## src/rtl/frame_queue_reader.sv

```systemverilog
// Frame token queue reader: pops 17-bit framing tokens through a 2-entry skid
// buffer, parses frame/row structure and emits a valid/ready pixel stream.
//
// state        | meaning
// S_WAIT_FRAME | waiting for a frame start token
// S_WAIT_ROW   | inside a frame, waiting for a row start or frame end
// S_PIXELS     | inside a row, emitting pixels until x reaches FRAME_WIDTH
module frame_queue_reader #(
  parameter int FRAME_WIDTH  = 640,
  parameter int FRAME_HEIGHT = 480
) (
  input  logic        clk,
  input  logic        reset,
  input  logic        queue_empty,
  input  logic [16:0] queue_data,
  output logic        queue_rd_en,
  output logic        queue_rd_clk,
  input  logic        pix_ready,
  output logic        pix_valid,
  output logic [15:0] pix_data,
  output logic [10:0] pix_x,
  output logic [10:0] pix_y,
  output logic        pix_sof,
  output logic        pix_eol,
  output logic        pix_eof,
  output logic        frame_done,
  output logic [15:0] frame_count,
  output logic [4:0]  error_flags,
  input  logic        error_clear
);

  localparam logic [10:0] W   = 11'(FRAME_WIDTH);
  localparam logic [10:0] WM1 = 11'(FRAME_WIDTH - 1);
  localparam logic [10:0] H   = 11'(FRAME_HEIGHT);
  localparam logic [10:0] HM1 = 11'(FRAME_HEIGHT - 1);

  localparam logic [16:0] TOK_FRAME = 17'h10000;
  localparam logic [16:0] TOK_ROW   = 17'h10001;
  localparam logic [16:0] TOK_END   = 17'h1FFFF;

  typedef enum logic [1:0] {S_WAIT_FRAME, S_WAIT_ROW, S_PIXELS} state_t;

  state_t      st_q;
  logic [10:0] x_q, y_q;
  logic        rd_pend_q;
  logic [1:0]  cnt_q, cnt_d;
  logic [16:0] buf0_q, buf0_d, buf1_q, buf1_d;
  logic        pix_valid_q, pix_sof_q, pix_eol_q, pix_eof_q, frame_done_q;
  logic [15:0] pix_data_q, frame_count_q;
  logic [10:0] pix_x_q, pix_y_q;
  logic [4:0]  err_q;

  logic        head_vld, out_free, take;
  logic [16:0] head;

  assign queue_rd_clk = clk;
  // Reads are held off during reset so no token is lost to the in-flight discard.
  assign queue_rd_en  = !reset && !queue_empty && ({1'b0, cnt_q} + {2'b00, rd_pend_q}) < 3'd2;

  // The head token bypasses the buffer when it is empty, sustaining 1 token/clk.
  assign head_vld = (cnt_q != 2'd0) || rd_pend_q;
  assign head     = (cnt_q != 2'd0) ? buf0_q : queue_data;
  assign out_free = !pix_valid_q || pix_ready;
  assign take     = head_vld && (head[16] || st_q != S_PIXELS || out_free);

  always_comb begin
    cnt_d  = cnt_q;
    buf0_d = buf0_q;
    buf1_d = buf1_q;
    unique case ({take, rd_pend_q})
      2'b01: begin
        if (cnt_q == 2'd0) begin
          buf0_d = queue_data;
          cnt_d  = 2'd1;
        end else begin
          buf1_d = queue_data;
          cnt_d  = 2'd2;
        end
      end
      2'b10: begin
        buf0_d = buf1_q;
        cnt_d  = 2'(cnt_q - 2'd1);
      end
      2'b11: if (cnt_q != 2'd0) buf0_d = queue_data;
      default: ;
    endcase
  end

  always_ff @(posedge clk) begin
    if (reset) begin
      st_q          <= S_WAIT_FRAME;
      x_q           <= '0;
      y_q           <= '0;
      rd_pend_q     <= 1'b0;
      cnt_q         <= '0;
      buf0_q        <= '0;
      buf1_q        <= '0;
      pix_valid_q   <= 1'b0;
      pix_data_q    <= '0;
      pix_x_q       <= '0;
      pix_y_q       <= '0;
      pix_sof_q     <= 1'b0;
      pix_eol_q     <= 1'b0;
      pix_eof_q     <= 1'b0;
      frame_done_q  <= 1'b0;
      frame_count_q <= '0;
      err_q         <= '0;
    end else begin
      rd_pend_q    <= queue_rd_en;
      cnt_q        <= cnt_d;
      buf0_q       <= buf0_d;
      buf1_q       <= buf1_d;
      frame_done_q <= 1'b0;
      if (pix_valid_q && pix_ready) pix_valid_q <= 1'b0;
      // Later bit writes below override this, so a new error beats a clear.
      if (error_clear) err_q <= '0;

      if (take) begin
        if (!head[16]) begin
          unique case (st_q)
            S_WAIT_ROW: begin
              if (x_q == W) err_q[2] <= 1'b1;
              else          err_q[0] <= 1'b1;
            end
            S_PIXELS: begin
              pix_valid_q <= 1'b1;
              pix_data_q  <= head[15:0];
              pix_x_q     <= x_q;
              pix_y_q     <= y_q;
              pix_sof_q   <= (x_q == '0) && (y_q == '0);
              pix_eol_q   <= (x_q == WM1);
              pix_eof_q   <= (x_q == WM1) && (y_q == HM1);
              x_q         <= x_q + 11'd1;
              if (x_q == WM1) begin
                y_q  <= y_q + 11'd1;
                st_q <= S_WAIT_ROW;
              end
            end
            default: err_q[0] <= 1'b1;
          endcase
        end else if (head == TOK_FRAME) begin
          if (!(st_q == S_WAIT_FRAME || (st_q == S_WAIT_ROW && (y_q == '0 || y_q == H))))
            err_q[3] <= 1'b1;
          x_q  <= '0;
          y_q  <= '0;
          st_q <= S_WAIT_ROW;
        end else if (head == TOK_ROW) begin
          if (st_q == S_PIXELS) err_q[1] <= 1'b1;
          if (st_q != S_WAIT_FRAME) begin
            x_q  <= '0;
            st_q <= S_PIXELS;
          end
        end else if (head == TOK_END) begin
          if (st_q == S_WAIT_ROW && y_q == H) begin
            frame_done_q  <= 1'b1;
            frame_count_q <= frame_count_q + 16'd1;
          end else if (st_q != S_WAIT_FRAME) begin
            err_q[3] <= 1'b1;
          end
          st_q <= S_WAIT_FRAME;
        end else begin
          err_q[4] <= 1'b1;
        end
      end
    end
  end

  assign pix_valid   = pix_valid_q;
  assign pix_data    = pix_data_q;
  assign pix_x       = pix_x_q;
  assign pix_y       = pix_y_q;
  assign pix_sof     = pix_sof_q;
  assign pix_eol     = pix_eol_q;
  assign pix_eof     = pix_eof_q;
  assign frame_done  = frame_done_q;
  assign frame_count = frame_count_q;
  assign error_flags = err_q;

endmodule

```

## config.mk

```make
export PLATFORM = sky130hd
export DESIGN_NAME = frame_queue_reader
export DESIGN_NICKNAME = d
export VERILOG_FILES = /design/src/rtl/frame_queue_reader.sv
export SDC_FILE = /design/constraint.sdc
export NUM_CORES = 1
export LEC_CHECK = 0
export ABC_AREA = 0
export BUFFER_PORTS_ARGS = -buffer_cell sky130_fd_sc_hd__clkbuf_2
export CORE_ASPECT_RATIO = 1.2
export CORE_MARGIN = 1.5
export CORE_UTILIZATION = 38
export DETAILED_ROUTE_END_ITERATION = 10
export GPL_ROUTABILITY_DRIVEN = 1
export GPL_TIMING_DRIVEN = 0
export PLACE_DENSITY = 0.63
export SETUP_SLACK_MARGIN = 0.1
export SLEW_MARGIN = 5
export SYNTH_ARGS = -nofsm -noshare
export SYNTH_HDL_FRONTEND = slang
export SYNTH_SLANG_ARGS = --single-unit
```

## constraint.sdc

```tcl
create_clock -name clk -period 3.5 [get_ports clk]
set_input_delay 0.35 -clock clk [delete_from_list [all_inputs] [get_ports clk]]
set_output_delay 0.35 -clock clk [all_outputs]
set_load 0.01 [all_outputs]
```

==> impl.org, run 1 <==
** Finish
- The library cells used most frequently in the layout, excluding fill and tap cells, are dfxtp_1, nand2_1, clkbuf_2, nor2_1, a21oi_1.
- At the end of the flow the core is filled with cells to 0.486.
- Fraction of layout cells with a size suffix above 1 :: 0.192
- In the final design database the tool counted 837 nets.
- The library cell used most frequently in the layout, excluding fill and tap cells, is dfxtp_1.
- Layout Area Growth over Synthesis :: 25.1%
- The number of antenna diodes in the final layout is 0.

** Power and ir drop
- Of the total power, combinational logic draws 0.263.
- Power density relative to cell area :: 735 nW/um2
- The share of total power dissipated in sequential elements is 0.336.
- Switching Power :: 1.68 mW
- The analysis attributes to cell leakage a power of 2.76 nW.
- Of the total power, the clock network draws 0.401.
- Of the total power, the share spent switching nets is 0.313.
- The design draws 5.37 mW.
- Internal power consumption :: 3.69 mW
- Maximum ir drop on the vdd rail :: 0.000409 V

** Synthesis
- Main synth FF type :: dfxtp_1
- Count of different cell masters after synthesis :: 60
- In this run the cell area of the synthesized design comes to 5840 um2.
- Share of the yosys chip area belonging to registers :: 0.428
- Total nets after synthesis :: 728
- After synthesis, the share of flip-flops with an asynchronous set or reset is 0.
- The synthesized design contains 0 enable-type register cells.
- In this run, synthesis produced a sequential element count of 125.
- Mean instance size in the synthesized netlist :: 8.43 um2
- Gate count after technology mapping :: 693
- Yosys warns :: 0

** Routing
- In the routed design, unresolved DRC markers number 0.
- Vias/cell :: 5.25
- Total via count in the routed design :: 5343
- The first detailed-routing pass ran for 5 iterations.
- In this run the remaining antenna-violating nets after routing total 0.
- After the first detailed-routing iteration, the DRC count stood at 267.
- Wire length per cell :: 15.6 um
- Post-detailed-routing wire length :: 15900 um

** Setup path
- Critical path required time :: 3.95 ns
- Kind of end point of the critical path :: flip-flop
- Worst setup path category :: reg -> reg
- Counting both buffers and inverters, the worst setup path holds a total of 6.
- Sort of element at the start of the critical path :: flip-flop
- The cell family contributing the most delay on the critical path is buffers and inverters.
- Chain of cells forming the critical path :: inv_1, ha_1, buf_6, buf_4, nor2b_1, a41oi_2, buf_4, inv_1, ha_1, nor2b_4, a211oi_4, clkbuf_4, nor2_1, a211oi_1
- Crit path max fanout :: 11
- At the worst endpoint, the arrival time is 3.63 ns.
- Cell with the largest stage delay on the worst path :: dfxtp_1
- In this design, the stage delay of the slowest critical-path cell is 0.37 ns.

** STA
- Setup repair after global routing left no endpoint under its margin.
- Maximum frequency from static timing analysis :: 0.315 GHz
- Final-report hold violation count :: 0
- Final min period :: 3.18 ns
- Fraction of the cycle the final worst path needs :: 0.908
- Setup violators final :: 0
- The final max-slew violation count is 0.
- At the pin with the least slew margin, the transition time is 0.766 ns.
- Worst clock skew :: 0.0101 ns
- Relative slew slack :: 0.488

** Global route
- The initial antenna violation count came to 0.
- Entering global routing, the biggest net connects 17 pins.
- The first global-routing pass estimated 26000 um of wire.
- Total GRT Usage :: 0.208
- Grt total ovfl :: 0
- Vias in the first global route :: 5120

** Clocking
- TritonCTS built the clock tree.
- After clock tree synthesis, the clock-pin slew on the worst setup and hold paths is 0.05 ns.
- The later pin in the worst-skew pair is clocked with a latency of 0.54 ns.

** Floorplanning
- Initial Util :: 0.389
- Total I/O pin count :: 88
- The total area inside the core boundary comes to 15000 um2.
- The die covers 16100 um2.
- Die extent in y :: 139 um
- Total number of placement rows :: 49
- The floorplan step set the die width to 116 um.

** Run status
- The flow ran to the end, and the final reports show no timing, DRC or antenna violations.

** Placement
- At the end of routability-driven placement, the weighted congestion stood at 0.920.
- Post-detail-place hpwl :: 11700 um
- Count of input and output buffers :: 86

** Hold path
- The worst hold path belongs to the class in -> reg.

** Job
- Across the run, the number of max-cap violations was 0.
## state kept, by name, summed over array words and instances, names as in the netlist
| name | cells |
|---|---|
| buf1_q | 17 |
| pix_eol | 1 |
| pix_y | 11 |
| pix_sof | 1 |
| frame_done | 1 |
| error_flags | 5 |
| buf0_q | 17 |
| x_q | 11 |
| pix_valid | 1 |
| y_q | 11 |
| pix_eof | 1 |
| pix_x | 11 |
| frame_count | 16 |
| rd_pend_q | 1 |
| st_q | 2 |
| cnt_q | 2 |
| pix_data | 16 |
## worst register-to-register path, stage by stage (launching register included)
cell and delay [ns]:
dfxtp_1 0.37, inv_1 0.06, ha_1 0.22, buf_6 0.16, buf_4 0.19, nor2b_1 0.21
a41oi_2 0.27, buf_4 0.24, inv_1 0.14, ha_1 0.22, nor2b_4 0.18, a211oi_4 0.30
clkbuf_4 0.27, nor2_1 0.06, a211oi_1 0.19
## logic make-up after synthesis
family          after synthesis  share of synthesized area
xor+xnor                     15                     0.0225
compound gates              157                      0.176
simple gates                283                      0.235
flops                       125                      0.428
buf+inv                      66                     0.0475
mux                          34                     0.0625
fa+ha+maj                    13                     0.0278
## path summary, 6_finish.rpt
path | from | to | slack [ns] | cells after the start
hold reg to reg | pix_y[9] | pix_y[9] | 0.45 | 2
setup / recovery | cnt_q[0] | buf0_q[10] | 0.32 | 14
setup reg to reg | cnt_q[0] | buf0_q[10] | 0.32 | 14
hold / removal | queue_data[14] | buf1_q[14] | 0.06 | 3
## cell type report
type                            instances  area, um2
Timing Repair Buffer                   87        443
Tap cell                              204        255
Fill cell                            1486       7710
Multi-Input combinational cell        502       3080
Clock inverter                          6        155
Inverter                               20       75.1
Clock buffer                           29        576
Buffer                                 45        215
Sequential cell                       125       2500
## stage by stage
stage / hold WS, ns / setup slack [ns] / area [um2] / std cells / setup TNS (ns)
CTS: 0.0490 / 0.137 / 7300 / 1018 / 0
detailed placement: 0.446 / -0.429 / 6530 / 983 / -6.99
floorplan: 0.436 / 0.454 / 5840 / 693 / 0
finish: 0.0629 / 0.321 / 7310 / 1018 / 0
global placement: 0.442 / -0.398 / 6530 / 983 / -6.37
global route: 0.0780 / 0.103 / 7310 / 1018 / 0
## power by group through the flow
| stage | combinational [mW] | sequential, mW | clock (mW) |
|---|---|---|---|
| 5_1_grt | 1.56 | 1.83 | 2.26 |
| 4_1_cts | 1.41 | 1.80 | 2.19 |
| 3_3_place_gp | 1.35 | 1.82 | 0.0331 |
| 2_1_floorplan | 0.953 | 1.83 | 0.0235 |
| 3_5_place_dp | 1.36 | 1.83 | 0.0331 |
| 6_report | 1.41 | 1.80 | 2.15 |
## synth_stat cells, types with 2 or more instances
master,instances,share of area
nor4b_1,5,0.0075
or3_1,9,0.0096
buf_1,2,0.0013
nor3_1,10,0.0086
ha_1,13,0.028
a21oi_1,63,0.054
a31oi_1,3,0.0032
xnor2_1,15,0.022
a21boi_0,2,0.0026
dfxtp_1,125,0.43
nor4_2,2,0.0043
and2_1,8,0.0086
a211oi_1,34,0.044
o31ai_1,5,0.0064
nand4b_1,4,0.0060
nand4_1,8,0.0086
and4_1,2,0.0030
a41o_1,3,0.0051
nand3_1,21,0.018
nor4_1,12,0.013
and3_1,6,0.0064
o211ai_1,5,0.0064
mux2i_1,32,0.055
nand2b_1,7,0.0075
a32oi_1,2,0.0030
nand2_1,108,0.069
or4_1,5,0.0064
a2111oi_0,2,0.0030
buf_2,12,0.010
nor3_2,2,0.0034
inv_1,20,0.013
mux2i_4,2,0.0077
o21ai_0,18,0.015
nor2_1,66,0.042
buf_4,2,0.0026
a311oi_1,3,0.0045
nor2b_1,3,0.0032
o21bai_1,2,0.0026
clkbuf_1,29,0.019
## timing repair
action / in CTS / in global routing
pin swaps: 1 / 0
endpoints found under the hold margin: 1 / 0
hold buffers: 1 / 0
resized for setup: 10 / 8
setup endpoints to repair: 28 / 28
setup buffers: 1 / 0
## routing by layer
| layer | up-vias | part of all wire | GRT usage |
|---|---|---|---|
| li1 | 2691 | - | - |
| met1 | 2496 | 0.45 | 0.259 |
| met2 | 129 | 0.50 | 0.340 |
| met3 | 27 | 0.034 | 0.0476 |
| met4 | 0 | 0.023 | 0.0911 |
| met5 | - | 0 | 0 |
(Power assumes the default switching activity.)
==> run 2: changes to the inputs <==
CORE_UTILIZATION = 40   (was 38)
PLACE_DENSITY = 0.65   (was 0.63)
==> run 2 against run 1 <==
Net effect: power is 2.3% lower; count of clock-buffer cells in the layout is 1 lower; routed wire length is 0.95% lower; clock skew is 0.0022 ns lower; largest cell class unchanged; setup slack better by 0.042 ns; non-clock buffer count stayed put; global-route usage is 0.73 points higher.
==> impl.org, run 2 (same netlist as run 1, synthesis figures left out) <==
** Power and ir drop
- The internal power was 3.56 mW (-3.5%).
- Combinational share of power :: 0.270 (+0.007)
- The power density of the placed cells is 725 nW/um2 (-1.3%).
- P_leak :: 2.74 nW (-0.78%)
- Fraction of power consumed by the clock network :: 0.386 (-0.015)
- The switching share of total power was 0.321 (+0.00842).
- The net switching power of the design was 1.68 mW (+0.30%).
- Overall Power :: 5.24 mW (-2.3%)
- Maximum ir drop on the vdd rail :: 0.000359 V (-12%)
- Sequential share of power :: 0.344 (+0.008)

** Global route
- Vias in the first global route :: 5056 (-1.3%)
- The total global routing track utilization came to 0.215 (+0.00728).
- Number of antenna violations at the first check in global routing :: 0 (unchanged)
- The largest net degree at the start of global routing is 17 (unchanged).
- Wire length of the first global-routing pass :: 25900 um (-0.40%)
- Grt total ovfl :: 0 (unchanged)

** Floorplanning
- Total number of placement rows :: 48 (-2.0%)
- Initial Util :: 0.407 (+0.0181)
- The floorplan core area came to 14400 um2 (-4.4%).
- Die extent in y :: 135 um (-2.5%)
- Chip width :: 113 um (-2.5%)
- Total I/O pin count :: 88 (unchanged)
- Full die area :: 15300 um2 (-4.9%)

** STA
- Final min period :: 3.14 ns (-0.0419 ns)
- The number of endpoints with negative hold slack in the final report is 0 (unchanged).
- The worst setup slack after layout came to 0.363 ns (+0.0419 ns).
- TNS Setup :: 0 ns (unchanged)
- Setup repair after global routing left no endpoint under its margin.
- Number of max-slew violations in the final report :: 0 (unchanged)
- The count of final setup violators was 0 (unchanged).
- Worst clock skew :: 0.00786 ns (-0.00220 ns)
- Post-Route Hold Slack :: 0.0735 ns (+0.0106 ns)
- The post-route clock period utilization came to 0.896 (-0.0120).
- Relative slew slack :: 0.451 (-0.0372)
- The maximum frequency from static timing analysis was 0.319 GHz (+1.3%).
- The measured slew at the worst slew-check pin is 0.822 ns (+0.0557 ns).

** Setup path
- The worst register-to-register path begins at cnt_q[0].
- The worst endpoint data arrival time came to 3.58 ns (-0.05 ns).
- The worst register-to-register path ends at buf0_q[9].
- Worst setup path category :: reg -> reg
- Kind of end point of the critical path :: flip-flop
- The number of cells traversed by the worst register-to-register path is 14 (unchanged).
- The largest fanout on the critical path is 11 (unchanged).
- Critical path required time :: 3.94 ns (about the same)
- The reg2reg setup slack came to 0.36 ns (+0.04 ns).
- Sort of element at the start of the critical path :: flip-flop

** Routing
- The residual DRC count came to 0 (unchanged).
- Post-detailed-route count of antenna-violating nets :: 0 (unchanged)
- The first-pass detailed-route iteration total was 5 (unchanged).
- Post-detailed-routing wire length :: 15700 um (-0.95%)
- The routed wirelength normalized by instance count came to 15.9 um (+2.1%).
- The routed via count divided by cell count was 5.38 (+2.6%).
- The via count came to 5318 (-0.47%).
- Starting DRC count in detailed routing :: 301 (+13%)

** Hold path
- Hold-critical path endpoint :: buf1_q[14]
- HP Start :: queue_data[14]
- The hold path depth is 3 (unchanged).
- Type of the worst min-delay path :: in -> reg

** Finish
- Utilization after layout :: 0.504 (+0.0173)
- The share of layout cells above drive strength 1 was 0.193 (+0.00147).
- The library cells used most frequently in the layout, excluding fill and tap cells, are dfxtp_1, nand2_1, clkbuf_2, nor2_1, a21oi_1.
- Commonest non-fill, non-tap cell in the layout :: dfxtp_1
- Post-layout instance area :: 7230 um2 (-1.0%)
- Relative to the synthesized area, the layout overhead comes to 23.8%.
- The area of all sequential standard cells was 2500 um2 (unchanged).
- The largest registers in the layout are buf0_q x17, buf1_q x17.
- The number of filler cells placed in the layout came to 1363 (-8.3%).
- The count of antenna diodes in the layout came to 0 (unchanged).
- Final standard cell count with taps included and fillers excluded :: 988 (-2.9%)
- The combined area of the multi-input logic cells came to 3090 um2 (about the same).
- Net count of the finished layout :: 837 (unchanged)

** Placement
- Count of input and output buffers :: 86 (unchanged)
- Placed cells :: 954 (-3.0%)
- The placement-stage cell area was 6490 um2 (-0.56%).
- Pre-CTS setup slack :: -0.361 ns (+0.0675 ns)
- RD Place Congestion :: 0.891 (-3.2%)
- Post-detail-place hpwl :: 11500 um (-1.2%)

** Clocking
- TritonCTS built the clock tree.
- The insertion delay of the later-clocked pin in the worst-skew pair is 0.54 ns (about the same).
- The clock slew at the register clock pins of the worst setup and hold paths was 0.05 ns (about the same).

** Run status
- Result of the run :: finished, final reports clean

** Job
- The max-capacitance violation count came to 0 (unchanged).
## run 2: final cells by class
cell class	count	share of cell area
Sequential cell	125	0.346
Multi-Input combinational cell	502	0.427
Tap cell	175	0.0303
Clock buffer	28	0.0805
Timing Repair Buffer	87	0.0613
Buffer	45	0.0296
Clock inverter	6	0.0149
Inverter	20	0.0104
## run 2: critical path: stages (launching register included)
cell	delay (ns)
dfxtp_1	0.38
inv_1	0.06
ha_1	0.22
buf_6	0.16
buf_4	0.18
nor2b_2	0.20
a41oi_2	0.23
buf_4	0.23
inv_1	0.13
ha_1	0.23
nor2b_4	0.18
a211oi_4	0.29
clkbuf_4	0.27
nor2_1	0.05
a211oi_1	0.22
## run 2: timing repair
item | CTS | global route
setup endpoints to repair | 18 | 27
hold buffers | 1 | 0
endpoints found under the hold margin | 1 | 0
resized for setup | 10 | 5
pin swaps | 1 | 0
setup buffers | 1 | 0
## run 2: power groups by stage
| stage | Sequential, mW | Combinational (mW) | Clock (mW) |
|---|---|---|---|
| CTS | 1.80 | 1.40 | 2.05 |
| floorplan | 1.83 | 0.953 | 0.0235 |
| finish | 1.81 | 1.41 | 2.02 |
| global route | 1.84 | 1.55 | 2.12 |
| global placement | 1.83 | 1.35 | 0.0331 |
| detailed placement | 1.83 | 1.36 | 0.0331 |
## run 2: worst max-delay path by stage
stage / from / endpoint / depth (start not counted) / slack, ns
after floorplan: cnt_q[0] / buf0_q[10] / 15 / 0.45
after global placement: cnt_q[0] / buf0_q[10] / 15 / -0.35
after detailed placement: cnt_q[0] / buf0_q[9] / 15 / -0.36
after CTS: cnt_q[0] / buf1_q[6] / 13 / 0.20
after global routing: cnt_q[0] / buf0_q[9] / 14 / 0.13
final: cnt_q[0] / buf0_q[9] / 14 / 0.36
## run 2: per-layer routing
layer  wire [um]  up-vias  global-route usage
met3         667       21              0.0537
met5           0        -                   0
met4         255        0              0.0778
li1            -     2683                   -
met2        7880      136               0.369
met1        6910     2478               0.261
